<file path="src/rtl/oled_i2c_pkg.sv">
// oled_i2c_pkg: shared FSM state type, SCL divider helper and SSD1306 byte constants
package oled_i2c_pkg;
  typedef enum logic [2:0] {IDLE, START, RSTART, DATA, ACK, HOLD, STOP} i2c_state_t;
  localparam logic [7:0] SSD1306_ADDR_W    = 8'h78;
  localparam logic [7:0] SSD1306_CTRL_CMD  = 8'h00;
  localparam logic [7:0] SSD1306_CTRL_DATA = 8'h40;
  function automatic int qdiv(input int clk_hz, input int i2c_hz);
    return clk_hz / (4 * i2c_hz);
  endfunction
endpackage

</file>
<file path="src/rtl/oled_i2c_master_tx_if.sv">
// oled_i2c_master_tx_if: byte handshake and status between a client and the I2C transmitter
interface oled_i2c_master_tx_if;
  logic [7:0] tx_data;
  logic       tx_start;
  logic       tx_stop;
  logic       tx_valid;
  logic       tx_ready;
  logic       busy;
  logic       nack_err;
  modport master (output tx_data, tx_start, tx_stop, tx_valid, input tx_ready, busy, nack_err);
  modport slave  (input tx_data, tx_start, tx_stop, tx_valid, output tx_ready, busy, nack_err);
endinterface

</file>
<file path="src/rtl/oled_i2c_master_tx_qtick.sv">
// i2c_qtick: quarter-period divider emitting a one-cycle tick and a 2-bit quarter phase
module i2c_qtick #(
  parameter int QDIV = 31
) (
  input  logic       clk_50,
  input  logic       rst_n,
  input  logic       i_clr,
  output logic       o_tick,
  output logic [1:0] o_phase
);
  localparam int CW = QDIV > 1 ? $clog2(QDIV) : 1;
  logic [CW-1:0] r_cnt;
  logic [1:0]    r_phase;
  assign o_tick  = r_cnt == CW'(QDIV - 1);
  assign o_phase = r_phase;
  always_ff @(posedge clk_50 or negedge rst_n)
    if (!rst_n) begin
      r_cnt   <= '0;
      r_phase <= '0;
    end else if (i_clr) begin
      r_cnt   <= '0;
      r_phase <= '0;
    end else if (o_tick) begin
      r_cnt   <= '0;
      r_phase <= r_phase + 2'd1;
    end else
      r_cnt <= r_cnt + CW'(1);
endmodule

</file>
<file path="src/rtl/oled_i2c_master_tx.sv">
// oled_i2c_master_tx: write-only I2C master for the SSD1306 bus; OLED_I2C_ACK_CHECK_EN turns slave NACK into error+STOP
module oled_i2c_master_tx
  import oled_i2c_pkg::*;
#(
  parameter int CLK_HZ = 50_000_000,
  parameter int I2C_HZ = 400_000
) (
  input  logic                    clk_50,
  input  logic                    rst_n,
  oled_i2c_master_tx_if.slave     tx,
  output logic                    scl_o,
  output logic                    sda_drive_low,
  input  logic                    sda_in
);
`ifdef OLED_I2C_ACK_CHECK_EN
  localparam bit ACK_CHK = 1'b1;
`else
  localparam bit ACK_CHK = 1'b0;
`endif
  localparam int QDIV = qdiv(CLK_HZ, I2C_HZ);
  i2c_state_t r_state, w_next;
  logic [7:0] r_shift;
  logic [2:0] r_bit;
  logic       r_stop, r_nack, r_nack_err, r_sda_s1, r_sda_s2;
  logic       w_tick, w_clr, w_acc, w_q_end, w_ack_smp;
  logic [1:0] w_phase;
  assign w_acc     = tx.tx_valid && tx.tx_ready;
  assign w_q_end   = w_tick && w_phase == 2'd3;
  assign w_ack_smp = r_state == ACK && w_tick && w_phase == 2'd2;
  // phase restarts at 0 on every state entry; DATA bits wrap 3->0 on their own
  assign w_clr     = r_state == IDLE || r_state == HOLD || w_next != r_state;
  i2c_qtick #(.QDIV(QDIV)) u_qtick (
    .clk_50 (clk_50),
    .rst_n  (rst_n),
    .i_clr  (w_clr),
    .o_tick (w_tick),
    .o_phase(w_phase)
  );
  always_ff @(posedge clk_50 or negedge rst_n)
    if (!rst_n) r_state <= IDLE;
    else        r_state <= w_next;
  always_comb begin
    w_next        = r_state;
    scl_o         = 1'b1;
    sda_drive_low = 1'b0;
    case (r_state)
      IDLE:   w_next = w_acc ? START : IDLE;
      START: begin
        w_next        = (w_tick && w_phase == 2'd1) ? DATA : START;
        sda_drive_low = w_phase == 2'd1;
      end
      RSTART: begin
        w_next        = w_q_end ? DATA : RSTART;
        scl_o         = w_phase == 2'd1 || w_phase == 2'd2;
        sda_drive_low = w_phase[1];
      end
      DATA: begin
        w_next        = (w_q_end && r_bit == 3'd7) ? ACK : DATA;
        scl_o         = w_phase[1];
        sda_drive_low = ~r_shift[7];
      end
      ACK: begin
        w_next = w_q_end ? ((r_stop || (ACK_CHK && r_nack)) ? STOP : HOLD) : ACK;
        scl_o  = w_phase[1];
      end
      HOLD: begin
        w_next        = w_acc ? (tx.tx_start ? RSTART : DATA) : HOLD;
        scl_o         = 1'b0;
        sda_drive_low = 1'b1;
      end
      STOP: begin
        w_next        = w_q_end ? IDLE : STOP;
        scl_o         = w_phase != 2'd0;
        sda_drive_low = ~w_phase[1];
      end
      default: w_next = IDLE;
    endcase
  end
  always_ff @(posedge clk_50 or negedge rst_n)
    if (!rst_n) begin
      r_shift    <= '0;
      r_bit      <= '0;
      r_stop     <= 1'b0;
      r_nack     <= 1'b0;
      r_nack_err <= 1'b0;
      r_sda_s1   <= 1'b1;
      r_sda_s2   <= 1'b1;
    end else begin
      r_sda_s1 <= sda_in;
      r_sda_s2 <= r_sda_s1;
      if (w_acc) begin
        r_shift <= tx.tx_data;
        r_stop  <= tx.tx_stop;
        r_bit   <= '0;
      end else if (r_state == DATA && w_q_end) begin
        r_shift <= {r_shift[6:0], 1'b0};
        r_bit   <= r_bit + 3'd1;
      end
      if (w_ack_smp) r_nack <= r_sda_s2;
      if (w_acc && r_state == IDLE) r_nack_err <= 1'b0;
      else if (ACK_CHK && w_ack_smp && r_sda_s2) r_nack_err <= 1'b1;
    end
  assign tx.tx_ready = r_state == IDLE || r_state == HOLD;
  assign tx.busy     = r_state != IDLE;
  assign tx.nack_err = ACK_CHK && r_nack_err;
endmodule

</file>
<file path="src/flat_wrapper.sv">
// flat-port wrapper written by rule: the top's interface ports become plain ports
module oled_i2c_master_tx_flat import oled_i2c_pkg::*;
#(
  parameter int CLK_HZ = 50_000_000,
  parameter int I2C_HZ = 400_000
)
  (clk_50, rst_n, scl_o, sda_drive_low, sda_in, tx_tx_data, tx_tx_start, tx_tx_stop, tx_tx_valid, tx_tx_ready, tx_busy, tx_nack_err);
  oled_i2c_master_tx_if tx_i ();
  input  logic clk_50;
  input  logic rst_n;
  output logic scl_o;
  output logic sda_drive_low;
  input  logic sda_in;
  input wire logic [$bits(tx_i.tx_data)-1:0] tx_tx_data;
  input wire logic [$bits(tx_i.tx_start)-1:0] tx_tx_start;
  input wire logic [$bits(tx_i.tx_stop)-1:0] tx_tx_stop;
  input wire logic [$bits(tx_i.tx_valid)-1:0] tx_tx_valid;
  output wire logic [$bits(tx_i.tx_ready)-1:0] tx_tx_ready;
  output wire logic [$bits(tx_i.busy)-1:0] tx_busy;
  output wire logic [$bits(tx_i.nack_err)-1:0] tx_nack_err;
  assign tx_i.tx_data = tx_tx_data;
  assign tx_i.tx_start = tx_tx_start;
  assign tx_i.tx_stop = tx_tx_stop;
  assign tx_i.tx_valid = tx_tx_valid;
  assign tx_tx_ready = tx_i.tx_ready;
  assign tx_busy = tx_i.busy;
  assign tx_nack_err = tx_i.nack_err;
  oled_i2c_master_tx #(.CLK_HZ(CLK_HZ), .I2C_HZ(I2C_HZ)) u_core (.clk_50(clk_50), .rst_n(rst_n), .tx(tx_i), .scl_o(scl_o), .sda_drive_low(sda_drive_low), .sda_in(sda_in));
endmodule
</file>
<file path="config.mk">
export PLATFORM = sky130hd
export DESIGN_NAME = oled_i2c_master_tx_flat
export DESIGN_NICKNAME = d
export VERILOG_FILES = /design/src/rtl/oled_i2c_pkg.sv /design/src/rtl/oled_i2c_master_tx_if.sv /design/src/rtl/oled_i2c_master_tx_qtick.sv /design/src/rtl/oled_i2c_master_tx.sv /design/src/flat_wrapper.sv
export SDC_FILE = /design/constraint.sdc
export NUM_CORES = 1
export LEC_CHECK = 0
export CAP_MARGIN = 20
export CORE_UTILIZATION = 35
export CTS_CLUSTER_DIAMETER = 200
export DETAILED_ROUTE_END_ITERATION = 7
export SYNTH_ARGS = -nofsm -noshare
export SYNTH_HDL_FRONTEND = slang
export SYNTH_SLANG_ARGS = --single-unit
</file>
<file path="constraint.sdc">
create_clock -name clk_50 -period 1.8 [get_ports clk_50]
set_input_delay 0.18 -clock clk_50 [delete_from_list [all_inputs] [get_ports clk_50]]
set_output_delay 0.18 -clock clk_50 [all_outputs]
set_load 0.01 [all_outputs]
</file>
==> results of run 1 <==
==> flip-flops by register name, indices dropped and copies added, names as in the netlist <==
name	flops
u_core.r_stop	1
u_core.r_state	3
u_core.u_qtick.r_cnt	5
u_core.u_qtick.o_phase	2
u_core.r_shift	8
u_core.r_bit	3
==> placed cells by master (no fill, tap or decap), types with 2 or more instances in the layout <==
master / instances
clkbuf_8: 3
dfrtp_2: 2
clkdlybuf4s50_1: 12
and3_1: 2
nor2_1: 7
inv_1: 5
nor3_1: 2
ha_1: 6
a22o_1: 7
dlygate4sd2_1: 3
nor2b_1: 2
buf_4: 18
o21ai_2: 2
o21ai_0: 9
a21oi_1: 7
nand3_1: 6
mux2i_1: 4
dfrtp_1: 20
nand2_1: 14
a21o_1: 6
mux2_2: 3
==> cells by family (layout without fill, tap and decap cells) <==
logic type                 count (synthesis)  count (layout)  synth area share
AOI/OAI and AO/OA                         36              36             0.181
xor gates and xnor gates                   2               2            0.0133
adders and majority gates                  7               7            0.0663
buffers and inverters                     12              44            0.0549
DFF                                       22              22             0.417
muxes                                      8               8            0.0644
other                                      1               1           0.00284
and+or+nand+nor                           46              46             0.201
==> path summary, 6_finish.rpt <==
| check | from | endpoint | depth (start not counted) |
|---|---|---|---|
| max in group asynchronous | rst_n | u_core.r_state[0] | 2 |
| max | u_core.u_qtick.o_phase[1] | scl_o | 6 |
| min reg2reg | u_core.r_shift[5] | u_core.r_shift[5] | 1 |
| max reg2reg | u_core.u_qtick.r_cnt[0] | u_core.r_state[1] | 6 |
| min in group clk_50 | tx_tx_data[1] | u_core.r_shift[1] | 3 |
| min | rst_n | u_core.r_state[2] | 2 |
==> metal layers <==
metal	global-route usage	share of wire
met5	0	0
met4	0.0739	0.021
met3	0.0272	0.034
met2	0.235	0.49
met1	0.180	0.45
==> synth_stat cells, drive strengths merged (2+ instances only) <==
library cell  count  area share
a21oi             7       0.027
inv               6       0.017
o21ai            11       0.045
a21o              6       0.034
dfrtp            22        0.42
buf               5       0.035
nand2            14       0.040
mux2i             4       0.030
nor3              3       0.015
ha                7       0.066
a22o              7       0.046
and4              2       0.015
nand3             6       0.023
nor2b             3       0.016
mux2              4       0.034
and3              2      0.0095
and2b             2       0.013
nor2              8       0.025
==> what timing repair did <==
| item | in CTS | in global routing |
|---|---|---|
| pin swaps | 0 | 1 |
| endpoints found under the setup margin | 4 | 3 |
| setup buffers | 3 | 3 |
| resized for setup | 9 | 3 |
| hold endpoints to repair | 0 | 0 |
==> report_power, final <==
part           switching (uW)  internal (uW)
sequential                168            689
clock                     163            297
combinational             386            442
total                     716           1430
==> layout make-up <==
type                            instances  area [um2]
Tap cell                               46        57.6
Clock buffer                            3        41.3
Inverter                                6        22.5
Clock inverter                          1        30.0
Sequential cell                        22         553
Fill cell                             343        1770
Timing Repair Buffer                   34         287
Multi-Input combinational cell        100         704
==> stage by stage <==
step / hold WS (ns) / util / cell area (um2) / setup TNS [ns]
global route: 0.289 / 0.489 / 1700 / -0.0453
finish: 0.267 / 0.489 / 1700 / 0
detailed placement: 0.466 / 0.455 / 1580 / -0.0569
global placement: 0.458 / 0.455 / 1580 / -0.00658
CTS: 0.274 / 0.482 / 1670 / -0.0585
floorplan: -0.116 / - / 1320 / 0
==> results.cfg, run 1 <==
[clock_network]
insertion_delay_ns = 0.26
htreeDepth = 1
clockBufferDepth = 2
cts_sinks = 22
ctsHoldBuffers = 0
cts-root-buf = clkbuf_8
cts_tree = yes
cts_inserted_buffers = 3
cts.clk_slew.worst_paths_ns = 0.08

[sta]
hold_violations = 0
clock-skew-final_ns = 0.00429
min_period_ns = 1.77
max_freq_mhz = 564
drv_slew = 0
timing.final.ws_setup_ns = 0.0275
setup_violations = 0
finalCritPeriodShare = 0.985

[worst_setup_path]
cp.required_ns = 1.62
slowest_delay_ns = 0.35
end_kind = output pin
path_buf_inv = 2
slowest_stage = dfrtp_1
arrival_ns = 1.59
path_cells = inv_1 > ha_1 > mux2_2 > o21ai_2 > a21oi_1 > buf_2
critPathTopFamily = flip-flops
start_kind = flop
path_class = flop to output pin
r2r_slack_ns = 0.08
worst-path-max-fanout = 2

[global_routing]
grtUsageTotal = 0.144
grt-ovfl-total = 0
grt_pass1_wl_um = 4510
grt_pass1_vias = 980
antenna_found_initial = 0
grt_max_degree = 23

[placement]
dp_slack_ns = -0.0569
gp_congestion = 0.818
port_buffers = 16
dp.final_hpwl_um = 1880
dp.cells = 202

[run]
max-cap-violations = 0

[drt]
drt_first_pass_iters = 4
post_drt_wl_per_cell_um = 13.0
routed_via_density = 5.20
drt_iter0_drc = 38
drt-total-wl_um = 2750
ant_nets = 0
drcViolationCount = 0
vias = 1102

[synthesis]
ys_seq_area_frac = 0.417
avgSynthCellArea_um2 = 9.86
synth_area_mm2 = 0.00132
synth_flop_cell = dfrtp_1
synth_edf_count = 0
async_flop_share = 1.00
syn_inst = 134
synthDistinctLibCells = 43
yosysWarnings = 0
yosys_register_bits = 22
synth.net_count = 155

[finish]
nets = 188
drive_gt1_frac = 0.235
syn2layout_area_growth_pct = 28.3
diodes = 0
final_cells = 212

[floorplan]
die-width_um = 63.4
core-area_mm2 = 0.00347
die-area_mm2 = 0.00402
top_level_ports = 19
die_y_um = 63.4
initial_core_util = 0.381
rows = 21

[worst_hold_path]
hold_class = primary input to async pin

[pwr]
p_leak_uw = 0.000808
power_uw = 2140
powerDensity_mw_per_mm2 = 1260
max-vdd-ir-drop_uv = 495

[status]
status = complete, no violations
Note: power is estimated with default switching activity, not from simulation.
==> inputs of run 2 (changes only) <==
- GPL_TIMING_DRIVEN: not set -> 1
==> results of run 2 <==
Final layout, timing and power as in run 1 (identical DEF).
==> inputs of run 3 (changes only) <==
- CTS_CLUSTER_DIAMETER: 200 -> not set
==> results of run 3 <==
Final layout, timing and power as in run 1 (identical DEF).
